==> config.mk <==
export PLATFORM = sky130hd
export DESIGN_NAME = alu_issue_stage
export DESIGN_NICKNAME = d
export VERILOG_FILES = /design/src/rtl/alu_issue_stage.sv
export SDC_FILE = /design/constraint.sdc
export NUM_CORES = 1
export LEC_CHECK = 0
export ABC_AREA = 0
export ABC_CLOCK_PERIOD_IN_PS = 3100
export BUFFER_PORTS_ARGS = -buffer_cell sky130_fd_sc_hd__buf_4
export CAP_MARGIN = 5
export CORE_MARGIN = 1
export CORE_UTILIZATION = 30
export DETAILED_ROUTE_END_ITERATION = 12
export MAX_ROUTING_LAYER = met4
export SLEW_MARGIN = 20
export SYNTH_ARGS = -nofsm -noshare
export SYNTH_HDL_FRONTEND = slang
export SYNTH_SLANG_ARGS = --single-unit
==> constraint.sdc <==
create_clock -name clk -period 3.1 [get_ports clk]
set_clock_uncertainty 0.15 [all_clocks]
set_input_delay 0.62 -clock clk [delete_from_list [all_inputs] [get_ports clk]]
set_output_delay 0.62 -clock clk [all_outputs]
set_load 0.005 [all_outputs]
==> src/rtl/alu_issue_stage.sv <==
// alu_issue_stage
//   Registered issue stage in front of the 32-bit combinational ALU. Takes
//   decoded operations over a valid/ready handshake, picks the register or
//   immediate operand B, normalises operands per function code, drops illegal
//   codes (pulsing illegal_op), and buffers up to two operations (output
//   register plus one skid entry). DataA/DataB/Alu_fun come straight from flops.
//
// Ports
//   clk, rst_n          clock, async active-low reset
//   flush               sync discard of all buffered operations
//   in_valid/in_ready   upstream handshake (in_ready is registered)
//   in_fun/in_a/in_b    function code and operands
//   in_imm/in_use_imm   immediate operand and its select
//   out_valid/out_ready downstream handshake
//   DataA/DataB/Alu_fun ALU operands and function code
//   illegal_op          one-cycle pulse after an accepted code 4..7
//   issue_count         wrapping count of operations drained downstream
module alu_issue_stage #(
    parameter int CNT_W   = 16,
    parameter int SHAMT_W = 5
) (
    input  logic             clk,
    input  logic             rst_n,
    input  logic             flush,
    input  logic             in_valid,
    output logic             in_ready,
    input  logic [3:0]       in_fun,
    input  logic [31:0]      in_a,
    input  logic [31:0]      in_b,
    input  logic [31:0]      in_imm,
    input  logic             in_use_imm,
    output logic             out_valid,
    input  logic             out_ready,
    output logic [31:0]      DataA,
    output logic [31:0]      DataB,
    output logic [3:0]       Alu_fun,
    output logic             illegal_op,
    output logic [CNT_W-1:0] issue_count
);

    typedef enum logic [1:0] {EMPTY = 2'd0, ONE = 2'd1, TWO = 2'd2} state_e;

    state_e            state_q, state_d;
    logic              in_ready_q, in_ready_d;
    logic              illegal_q, illegal_d;
    logic [CNT_W-1:0]  cnt_q, cnt_d;
    logic [31:0]       oa_q, oa_d, ob_q, ob_d, sa_q, sa_d, sb_q, sb_d;
    logic [3:0]        of_q, of_d, sf_q, sf_d;

    logic              accept, drain, is_illegal, load;
    logic [31:0]       b_sel, b_norm;

    assign accept     = in_valid & in_ready_q;
    assign drain      = (state_q != EMPTY) & out_ready;
    assign is_illegal = (in_fun[3:2] == 2'b01);
    assign load       = accept & ~is_illegal;

    // Operand B normalisation: shifts keep only the shift amount, NOT has no B.
    always_comb begin
        b_sel  = in_use_imm ? in_imm : in_b;
        b_norm = b_sel;
        if (in_fun == 4'h2 || in_fun == 4'h3)
            b_norm = {{(32-SHAMT_W){1'b0}}, b_sel[SHAMT_W-1:0]};
        else if (in_fun == 4'ha)
            b_norm = 32'd0;
    end

    always_comb begin
        state_d   = state_q;
        oa_d      = oa_q;
        ob_d      = ob_q;
        of_d      = of_q;
        sa_d      = sa_q;
        sb_d      = sb_q;
        sf_d      = sf_q;
        cnt_d     = cnt_q + (drain ? {{(CNT_W-1){1'b0}}, 1'b1} : {CNT_W{1'b0}});
        illegal_d = accept & is_illegal;

        if (flush) begin
            state_d = EMPTY;
        end else begin
            unique case (state_q)
                EMPTY: if (load) begin
                    state_d = ONE;
                    oa_d = in_a; ob_d = b_norm; of_d = in_fun;
                end
                ONE: begin
                    if (load && drain) begin
                        oa_d = in_a; ob_d = b_norm; of_d = in_fun;
                    end else if (load) begin
                        state_d = TWO;
                        sa_d = in_a; sb_d = b_norm; sf_d = in_fun;
                    end else if (drain) begin
                        state_d = EMPTY;
                    end
                end
                TWO: if (drain) begin
                    // in_ready is low here, so nothing can be accepted.
                    state_d = ONE;
                    oa_d = sa_q; ob_d = sb_q; of_d = sf_q;
                end
                default: state_d = EMPTY;
            endcase
        end

        // Registered ready: low exactly when the skid entry will be occupied.
        in_ready_d = (state_d != TWO);
    end

    always_ff @(posedge clk or negedge rst_n) begin
        if (!rst_n) begin
            state_q    <= EMPTY;
            in_ready_q <= 1'b0;
            illegal_q  <= 1'b0;
            cnt_q      <= '0;
            oa_q       <= '0;
            ob_q       <= '0;
            of_q       <= '0;
            sa_q       <= '0;
            sb_q       <= '0;
            sf_q       <= '0;
        end else begin
            state_q    <= state_d;
            in_ready_q <= in_ready_d;
            illegal_q  <= illegal_d;
            cnt_q      <= cnt_d;
            oa_q       <= oa_d;
            ob_q       <= ob_d;
            of_q       <= of_d;
            sa_q       <= sa_d;
            sb_q       <= sb_d;
            sf_q       <= sf_d;
        end
    end

    assign in_ready    = in_ready_q;
    assign out_valid   = (state_q != EMPTY);
    assign DataA       = oa_q;
    assign DataB       = ob_q;
    assign Alu_fun     = of_q;
    assign illegal_op  = illegal_q;
    assign issue_count = cnt_q;

endmodule
======== After elaboration in Yosys (flattened, before gate mapping) ========
Index checks and enable logic that the tools add are counted.
storage, ports and cells
  register bits ........................... 156
  input bits .............................. 106
  output and inout port bits .............. 87
  logic and storage cells ................. 58
cells by class
  add/subtract/negate cells ............... 1
  eq/ne operators ......................... 10
  mux-type cells .......................... 23
  bitwise operators ....................... 7
  reduce and logical (&&, ||, !) cells .... 7
operators by type and width
  cell                  number
  $mux W32              9
  $pmux W32 S3          2
  $add A16 B1 Y16       1
  $mux W2               6
  $mux W4               3
  $pmux W4 S3           1
  $eq A4 B2 Y1 const B  2
  $ne A2 B2 Y1 const B  4
  $pmux W2 S3           1
  $reduce_and A5 Y1     1
  $and A1 B1 Y1         4
  $eq A2 B1 Y1 const B  2
  $eq A4 B4 Y1 const B  1
  $reduce_and A4 Y1     1
  $not A1 Y1            3
  $reduce_bool A3 Y1    1
  $eq A2 B2 Y1 const B  1
  $logic_not A2 Y1      1
  $reduce_bool A2 Y1    1
  $logic_and A1 B1 Y1   1
  $logic_or A1 B1 Y1    1
  $mux W1               1

======== Logic depth before layout (Yosys ltp) ========
Gate-level depths: netlist of the first run.
  depth in word-level cells ............... 8
  gate-level depth with buffers ........... 8
  depth with buffers taken out ............ 8

======== Least setup slack after synthesis of the first run ========
Ideal clock, no wire load.
  path kind ............................... input -> register
  start point ............................. in in_fun[2]
  end point ............................... reg sa_q[0]
  setup time .............................. 0.125 ns
  data arrival time ....................... 2.010 ns
  required time ........................... 2.825 ns
  path slack .............................. 0.816 ns
  cell stages on the path ................. 5
  path buffers ............................ 1
  cells stage by stage .................... nor2b_1 > or3_4 > nor3_4 > buf_6 > mux2_2
on the way
  word-level cells in the longest chain between the ends .. 6
RTL lines
  item                           RTL line  RTL
  start: declaration             27        input logic [3:0] in_fun,
  $eq A2 B1 Y1 *                 55        assign is_illegal = (in_fun[3:2] == 2'b01);
  $not A1 Y1 *                   56        assign load = accept & ~is_illegal;
  $and A1 B1 Y1 *                56
  $logic_and A1 B1 Y1            88        if (load && drain) begin
  $not A1 Y1 (no line)           -
  $reduce_and A4 Y1 (no line) *  -
  end signal: assignment         119       sa_q <= '0;
  end signal: assignment         130       sa_q <= sa_d;
  end: declaration               47        logic [31:0] oa_q, oa_d, ob_q, ob_d, sa_q, sa_d, sb_q, sb_d;
Every way passes the cells marked *; elsewhere a longest branch is shown, timed or not.
A chain may end at the register's enable or synchronous reset.

======== Final worst setup path of the first run ========
  start point ............................. reg state_q[1]
  end point ............................... reg cnt_q[12], in the netlist issue_count[12]
on the way
  word-level cells in the longest chain between the ends .. 4
RTL lines
  item                      RTL line  RTL
  start: declaration        43        state_e state_q, state_d;
  start signal: assignment  123       state_q <= state_d;
  $reduce_bool A2 Y1        54        assign drain = (state_q != EMPTY) & out_ready;
  $and A1 B1 Y1             54
  $mux W1                   76        cnt_d = cnt_q + (drain ? {{(CNT_W-1){1'b0}}, 1'b1} : {CNT_W{1'b0}});
  $add A16 B1 Y16           76
  via cnt_d[12]             46        logic [CNT_W-1:0] cnt_q, cnt_d;
  end signal: assignment    126       cnt_q <= cnt_d;
  end: declaration          46
The timed path passes the listed nets, and every way through them passes these cells.

==> results of run 1 <==
[worst max-delay path, delay by kind of cell (launching register included)]
family        cells  cell delay, ps
simple gates      5            1090
xor+xnor          1             140
fa+ha+maj         2             450
flops             1             470
[flip-flops by register name, indices dropped and copies added (netlist names), 2 cells and up]
name / flops
DataA: 32
DataB: 32
sa_q: 32
sb_q: 32
Alu_fun: 4
sf_q: 4
issue_count: 16
state_q: 2
[power breakdown]
group	internal, W	total (W)	switching, W
clock network	0.00128	0.00217	0.000886
registers	0.00258	0.00286	0.000282
logic	0.000924	0.00140	0.000479
total	0.00478	0.00643	0.00165
[layout by cell type (no fill, tap or decap), drive strengths merged, types with 2 or more instances in the layout]
cell type and n:
clkinvlp 4, xor2 6, nand3 6, nand2 8, nand4 2, mux2i 32
and3 2, buf 203, bufinv 2, dfrtp 156, a21oi 28, nor3b 2
nor3 4, nor2b 2, xnor2 8, nor2 10, mux2 204, inv 6
nand2b 3, ha 2, or2 2, clkbuf 21
[path summary, 6_finish.rpt]
path                                         to  cells after the start
worst max-delay path            issue_count[12]                      8
worst min register to register  issue_count[15]                      1
worst max register to register  issue_count[12]                      8
worst min-delay path                 state_q[0]                      2
max in group asynchronous               sa_q[0]                      3
min in group asynchronous             DataB[10]                      2
[stage by stage]
step | total power, W | hold WS [ps] | setup WS, ps | instances | util, %
after floorplan | 0.00354 | 174 | 816 | 519 | -
after global placement | 0.00429 | 313 | 550 | 1010 | 38.5
after detailed placement | 0.00433 | 320 | 559 | 1010 | 38.5
after CTS | 0.00654 | 233 | 647 | 1043 | 41.1
after global routing | 0.00679 | 235 | 462 | 1043 | 41.1
final | 0.00643 | 251 | 685 | 1043 | 41.1
[layer usage]
layer | global-route usage (%) | up-vias
met5 | - | -
met4 | 3.88 | 0
met3 | 3.72 | 9
met2 | 22.2 | 116
met1 | 17.2 | 2373
li1 | - | 2245
[cells in the mapped netlist (all sizes together)]
cell type	instances	area [sq um]
a31oi	1	6.26
nor4	1	6.26
or3	1	11.3
nor3	4	31.3
and2	1	6.26
nor2	10	37.5
xnor2	8	70.1
and3	2	12.5
a21o	1	7.51
buf	21	151
dfrtp	156	3900
ha	2	25.0
inv	2	7.51
a21oi	28	140
nor4bb	1	10.0
nor4b	1	8.76
clkbuf	10	38.8
nand4	2	12.5
nand2b	3	18.8
o21bai	1	7.51
xor2	6	52.6
mux2i	32	320
nand3	6	30.0
nor3b	2	15.0
o21ai	1	5.00
or2	2	12.5
nor2b	2	12.5
nand2	8	30.0
mux2	204	2300
[cells by family after synthesis]
logic type,count (synthesis),share of synthesized area (%)
buffers and inverters,33,2.71
adder cells (fa/ha/maj),2,0.343
XOR/XNOR,14,1.68
AO/OA/AOI/OAI,32,2.28
AND/OR/NAND/NOR,46,3.50
multiplexers,236,35.9
flip-flops,156,53.6
[final cells by class]
class | instances | area [sq um] | share of cell area [%]
Clock buffer | 21 | 480 | 4.93
Clock inverter | 11 | 130 | 1.34
Inverter | 2 | 7.51 | 0.0771
Multi-Input combinational cell | 330 | 3210 | 32.9
Sequential cell | 156 | 3900 | 40.1
Tap cell | 319 | 399 | 4.10
Timing Repair Buffer | 204 | 1610 | 16.6
==> reports/qor.yml, run 1 <==
cts_resized: 0
cts_sinks: 156
grt_pass1_wl_microns: 25800
synth_nets: 627
worst_r2r_startpoint: "state_q[1]"
firstDrtPassIters: 4
clkTransAtPathRegs_ps: 70
ys_warn_count: 0
wl_per_cell_microns: 15.7
worst_pin_slew_ps: 563
syn-mean-instance-area_sq_um: 14.0
grt_use_total_pct: 13.9
die_w_microns: 158
worstPathCellList: "or2_2 > and2_1 > ha_1 > ha_1 > nand4_1 > nor3_1 > nand3_1 > xnor2_1"
met1_length_microns: 7570
cts_setup_buffers: 0
crit_path_top_delay_cell: "dfrtp_1"
drt_iter0_drc: 134
drive_above_1_share_pct: 60.9
cap_violations: 0
num_rows: 56
dr_wl_met2_microns: 7690
ys_types: 35
postRouteAntennaNets: 0
clockBufferDepth: 2
place_area_sq_um: 9120
max-slew-margin-rel_pct: 62.1
outcome: "finished clean"
n_fill_cell: 2286
vias_per_cell: 4.55
regToRegSetupSlack_ps: 690
rsz0062_at_grt: "false"
period_needed_ps: 2410
routed_wl_microns: 16400
clock_latency_ps: 420
ir_worst_vdd_uv: 299
min_period_over_period_pct: 77.9
gp_congestion: 0.706
dr_total_vias: 4743
p_per_area_nw_per_um2: 660
final_cell_area_sq_um: 9740
initial_core_util_pct: 30.8
fmax_ghz: 0.414
gr-total-overflow: 0
critPathLaunch: "state_q[1]"
synthToLayoutAreaGrowth_pct: 33.7
top_level_ports: 193
critPathMaxStageDelay_ps: 470
cp_common_cell: "ha_1"
htreeDepth: 4
hpwl_microns: 10800
crit_path_start_kind: "flip-flop"
nets: 819
netlist_area_sq_um: 7290
dieArea_sq_um: 24900
ys_ff_latch: 156
antenna_found_initial: 0
cts_hold_buf: 1
min_path_type: "in -> reg"
numCtsBuffers: 17
hp-start: "flush"
wl_met3_microns: 961
path_max_fanout: 6
cts_root_buf: "clkbuf_16"
end_kind: "flip-flop"
syn_inst: 519
highest_layer: "met4"
crit_required_ps: 3250
seq_area_frac_synth_pct: 53.6
setup_tns_ps: 0
io_buffers: 192
grt_max_degree: 69
die_h_microns: 158
cts_tree: "done"
diodes: 0
setup_viol: 0
hold_viol: 0
path_class: "reg -> reg"
drc: 0
core_area_sq_um: 23700
p_leak_nw: 4.59
grt_pass1_vias: 4888
worstPathArrival_ps: 2570
maxSlewViolCount: 0
No activity file was read; power rests on OpenSTA's default activity.
==> run 2, diff against run 1 <==
--- a/config.mk
+++ b/config.mk
@@ -6,7 +6,7 @@
 export NUM_CORES = 1
 export LEC_CHECK = 0
 export ABC_AREA = 0
-export ABC_CLOCK_PERIOD_IN_PS = 3100
+export ABC_CLOCK_PERIOD_IN_PS = 2390
 export BUFFER_PORTS_ARGS = -buffer_cell sky130_fd_sc_hd__buf_4
 export CAP_MARGIN = 5
 export CORE_MARGIN = 1
==> constraint.sdc (replaced) <==
create_clock -name clk -period 2.39 [get_ports clk]
set_clock_uncertainty 0.15 [all_clocks]
set_input_delay 0.478 -clock clk [delete_from_list [all_inputs] [get_ports clk]]
set_output_delay 0.478 -clock clk [all_outputs]
set_load 0.005 [all_outputs]
==> run 2 against run 1 <==
  * Total power increased by 26%
  * Non-clock buffer count increased by 9
  * Wire length decreased by 1.5%
  * Critical path depth increased by 1
  * Count of clock-buffer cells in the layout decreased by 3
  * Critical path type unchanged
  * Critical endpoint is now issue_count[14]
  * Largest cell class unchanged
  * Highest routed layer unchanged
==> reports/qor.yml, run 2 (same netlist as run 1, synthesis figures left out) <==
routed_wl_microns: 16100  # -1.5%
wl_per_cell_microns: 15.3  # -2.3%
path_max_fanout: 5  # -1
min_path_type: "in -> reg"
vias_per_cell: 4.54  # -0.14%
diodes: 0  # unchanged
grt_max_degree: 50  # -28%
drive_above_1_share_pct: 61.8  # +0.89 points
p_per_area_nw_per_um2: 823  # +25%
n_fill_cell: 2293  # +0.31%
ir_worst_vdd_uv: 380  # +27%
num_rows: 56  # unchanged
cap_violations: 0  # unchanged
synthToLayoutAreaGrowth_pct: 34.9
outcome: "finished clean"
worst_hold_slack_ps: 111  # -140 ps
max-slew-margin-rel_pct: 57.0  # -5.1 points
final_cell_mix: "mux2_2 (199), buf_4 (199), dfrtp_1 (156)"
io_buffers: 192  # unchanged
dpl.cell_count: 1019  # +0.89%
postRouteAntennaNets: 0  # unchanged
nets: 828  # +1.1%
hpwl_microns: 11000  # +2.1%
hold_viol: 0  # unchanged
setup_viol: 0  # unchanged
numCtsBuffers: 17  # unchanged
top_level_ports: 193  # unchanged
fmax_ghz: 0.461  # +11%
grt_pass1_vias: 5041  # +3.1%
maxSlewViolCount: 0  # unchanged
gp_congestion: 0.726  # +2.9%
cts_sinks: 156  # unchanged
die_h_microns: 158  # unchanged
clock_latency_ps: 410  # about the same
gr-total-overflow: 0  # unchanged
worst_pin_slew_ps: 637  # +73.4 ps
setup_tns_ps: 0  # unchanged
p_leak_nw: 4.64  # +1.0%
clockBufferDepth: 2  # unchanged
cts_tree: "done"
path_class: "reg -> reg"
antenna_found_initial: 0  # unchanged
grt_use_total_pct: 14.0  # +0.083 points
dr_total_vias: 4777  # +0.72%
firstDrtPassIters: 4  # unchanged
power_w: 0.00809  # +26%
final_cells: 1052  # +0.86%
drc: 0  # unchanged
die_w_microns: 158  # unchanged
crit_path_start_kind: "flip-flop"
core_area_sq_um: 23700  # unchanged
worstPathArrival_ps: 2360  # -210 ps
htreeDepth: 4  # unchanged
rsz0062_at_grt: "false"
grt_pass1_wl_microns: 25900  # +0.45%
period_needed_ps: 2170  # -246 ps
end_kind: "flip-flop"
multiInputGateArea_sq_um: 3220  # +0.27%
initial_core_util_pct: 30.8  # unchanged
clkTransAtPathRegs_ps: 70  # about the same
drt_iter0_drc: 154  # +15%
dieArea_sq_um: 24900  # unchanged
seqCellArea_sq_um: 3900  # unchanged
crit_required_ps: 2580  # -670 ps
cts_root_buf: "clkbuf_16"
min_period_over_period_pct: 90.8  # +13 points
run 2: worst paths after layout:
kind,start,to,slack [ps],cells past startpoint
max in group asynchronous,rst_n,sa_q[21],1040,3
setup reg to reg,state_q[0],issue_count[14],220,9
min in group asynchronous,rst_n,DataB[14],450,2
hold / removal,flush,state_q[0],110,2
hold reg to reg,sa_q[30],sa_q[30],340,1
setup / recovery,state_q[0],issue_count[14],220,9
run 2: critical path, stage by stage, from the launching register on:
cell and delay [ps]:
dfrtp_1 420, or2_2 310, and2_2 240, ha_2 200, ha_1 220, nand4_1 160
nor3_2 50, buf_4 140, nand3_1 90, xnor2_1 120
run 2: final cells by class:
cell class / count / area share (%)
clock inverters: 14 / 1.15
multi-input cells: 330 / 32.7
repair buffers: 213 / 17.8
clock buffers: 18 / 4.47
well taps: 319 / 4.06
inverters: 2 / 0.0763
flip-flops and latches: 156 / 39.7
run 2: stage by stage:
step / cell area, sq um / util [%] / setup slack, ps
CTS: 9830 / 41.5 / 94.6
global route: 9830 / 41.5 / 61.0
finish: 9830 / 41.5 / 221
detailed placement: 9260 / 39.1 / 57.4
global placement: 9260 / 39.1 / 80.0
floorplan: 7290 / - / 248
run 2: routing by layer:
layer / track usage (%) / up-vias / share of wire (%)
met3: 3.86 / 10 / 5.2
li1: - / 2257 / -
met5: - / - / 0
met2: 22.1 / 111 / 48
met1: 17.5 / 2399 / 46
met4: 3.74 / 0 / 0.87
run 2: report_power, final:
part / internal (W) / switching, W
combinational: 0.00122 / 0.000617
sequential: 0.00334 / 0.000375
clock: 0.00138 / 0.00116
total: 0.00594 / 0.00216
run 2: repair_timing:
action | CTS | global route
setup endpoints to repair | 0 | 2
gates resized for setup | 0 | 3
hold endpoints to repair | 44 | 0
hold buffers | 1 | 0
buffers inserted | 0 | 0
==> run 3, diff against run 2 <==
--- a/config.mk
+++ b/config.mk
@@ -5,7 +5,7 @@
 export SDC_FILE = /design/constraint.sdc
 export NUM_CORES = 1
 export LEC_CHECK = 0
-export ABC_AREA = 0
+export ABC_AREA = 1
 export ABC_CLOCK_PERIOD_IN_PS = 2390
 export BUFFER_PORTS_ARGS = -buffer_cell sky130_fd_sc_hd__buf_4
 export CAP_MARGIN = 5
==> run 3 against run 2 <==
  * Sequential share of layout area decreased by 0.64 points
  * Clock power increased by 12%
  * Register-to-register slack better by 110 ps
  * Total power shrank 0.72%
==> reports/qor.yml, run 3 <==
outcome: "finished clean"
synth_most_common_cell: "nand2_1"
seqCellArea_sq_um: 3900  # unchanged
synth_edf_count: 0  # unchanged
utilization_pct: 40.7  # -0.79 points
drt_iter0_drc: 498  # +220%
grt_use_met3_pct: 3.80  # -0.063 points
maxSlewViolCount: 0  # unchanged
synth_top_area_share_pct: 51.6  # -2.0 points
ys.flop_type: "dfrtp_1"
syn-mean-instance-area_sq_um: 7.37  # -48%
fmax_ghz: 0.486  # +5.4%
htreeDepth: 4  # unchanged
firstDrtPassIters: 4  # unchanged
cts_root_buf: "clkbuf_16"
dieArea_sq_um: 25900  # +3.8%
synth_nets: 1135  # +81%
critPathMaxStageDelay_ps: 480  # +60 ps
ys_warn_count: 0  # unchanged
grt_pass1_wl_microns: 36500  # +41%
numCtsBuffers: 17  # unchanged
nets: 1306  # +58%
final_common_cell: "nand2_1"
postRouteAntennaNets: 0  # unchanged
path_class: "reg -> reg"
crit_path_start_kind: "flip-flop"
dr_total_vias: 7019  # +47%
cap_violations: 0  # unchanged
clock_latency_ps: 420  # about the same
syn_inst: 1027  # +98%
die_w_microns: 161  # +1.9%
vias_per_cell: 4.57  # +0.70%
ir_worst_vdd_uv: 357  # -6.0%
antenna_found_initial: 0  # unchanged
grt_max_degree: 85  # +70%
n_fill_cell: 2504  # +9.2%
worstPathCellList: "nor2_1 > nor2_1 > ha_1 > ha_1 > nand3_1 > inv_1 > nand3_1 > o21ai_0 > nand2_1"
min_path_type: "in -> reg"
worst_hold_slack_ps: 110  # -1.08 ps
initial_core_util_pct: 30.8  # +0.065 points
path_buf_inv: 1  # unchanged
die_h_microns: 161  # +1.9%
drive_above_1_share_pct: 21.1  # -41 points
diodes: 0  # unchanged
crit_path_top_delay_cell: "dfrtp_1"
hold_viol: 0  # unchanged
grt_util_met2_pct: 28.9  # +6.8 points
synthToLayoutAreaGrowth_pct: 32.1
routed_wl_microns: 21900  # +36%
hpwl_microns: 14400  # +30%
num_rows: 57  # +1.8%
setup_tns_ps: 0  # unchanged
cts_resized: 0  # unchanged
netlist_area_sq_um: 7570  # +3.8%
core_area_sq_um: 24500  # +3.6%
grt_use_total_pct: 18.3  # +4.3 points
synth_area_leaders: "dfrtp_1 (52%), nand2_1 (29%), nand3_1 (4.7%)"
gr-total-overflow: 0  # unchanged
grt_pass1_vias: 7070  # +40%
final_cell_mix: "nand2_1 (593), buf_4 (204), dfrtp_1 (156)"
p_per_area_nw_per_um2: 804  # -2.3%
path_delay_family: "simple AND/OR/NAND/NOR gates"
rsz0062_at_grt: "false"
setup_viol: 0  # unchanged
gp_congestion: 0.794  # +9.3%
period_needed_ps: 2060  # -112 ps
end_kind: "flip-flop"
seq_area_frac_synth_pct: 51.6  # -2.0 points
ys_types: 27  # -23%
wl_per_cell_microns: 14.3  # -6.8%
min_period_over_period_pct: 86.1  # -4.7 points
cts_sinks: 156  # unchanged
multiInputGateArea_sq_um: 3290  # +2.1%
drc: 0  # unchanged
top_level_ports: 193  # unchanged
yosysTopAreaCell: "dfrtp_1"
worst_pin_slew_ps: 482  # -155 ps
async_flop_share_pct: 100  # unchanged
cts_setup_buffers: 0  # unchanged
crit_required_ps: 2550  # -30 ps
ys_ff_latch: 156  # unchanged
clockBufferDepth: 2  # unchanged
final_cells: 1535  # +46%
max-slew-margin-rel_pct: 67.9  # +11 points
worstPathArrival_ps: 2220  # -140 ps
dpl.cell_count: 1502  # +47%
top_usage_layer: "met2"
io_buffers: 192  # unchanged
path_max_fanout: 5  # unchanged
grt_util_met1_pct: 23.5  # +6.0 points
cts_tree: "done"
synth_commonest_cells: "nand2_1 (594), dfrtp_1 (156), nand3_1 (71)"
p_leak_nw: 5.52  # +19%
clkTransAtPathRegs_ps: 70  # about the same
## run 3: through the flow
step	total power (W)	setup slack, ps	instance area (sq um)
floorplan	0.00430	561	7570
global route	0.00854	106	9990
global placement	0.00522	271	9370
finish	0.00804	333	9990
CTS	0.00815	324	9990
detailed placement	0.00525	241	9370
## run 3: worst paths after layout
kind	startpoint	endpoint	slack [ps]	cells past startpoint
min in group asynchronous	rst_n	DataB[17]	270	2
setup / recovery	state_q[0]	issue_count[14]	330	9
max in group asynchronous	rst_n	DataB[1]	1130	3
setup reg to reg	state_q[0]	issue_count[14]	330	9
hold / removal	in_a[11]	sa_q[11]	110	3
hold reg to reg	DataB[11]	DataB[11]	330	2
## run 3: area by class of cell
type,count,share of cell area (%)
clock buffer,20,4.57
timing repair buffer,213,16.9
clock inverter,12,1.60
multi-input combinational,786,32.9
sequential,156,39.1
tap,324,4.06
inverter,24,0.901
## run 3: power by group
group	switching, W	total [W]	internal (W)
combinational	0.000824	0.00162	0.000798
clock	0.00114	0.00285	0.00171
sequential	0.000328	0.00356	0.00323
total	0.00230	0.00804	0.00574
## run 3: logic make-up after synthesis
logic type                 count (synthesis)  synth area share (%)
and+or+nand+nor                          697                  36.6
DFF                                      156                  51.6
buffers and inverters                     85                  5.19
AOI/OAI and AO/OA                         78                  5.21
xor gates and xnor gates                   9                  1.04
adders and majority gates                  2                 0.331
## run 3: metal layers
layer	vias to the layer above	routed length, microns
li1	3537	-
met1	3302	10400
met2	155	10300
met3	25	911
met4	0	396
met5	-	0
## run 3: worst reg2reg max path, stage by stage (launching register included)
cell and delay [ps]:
dfrtp_1 480, nor2_1 110, nor2_1 170, ha_1 220, ha_1 190, nand3_1 140
inv_1 140, nand3_1 110, o21ai_0 180, nand2_1 70
## run 3: timing repair
item / in CTS / in global routing
endpoints found under the setup margin: 0 / 0
hold buffers: 1 / 0
endpoints found under the hold margin: 59 / 0
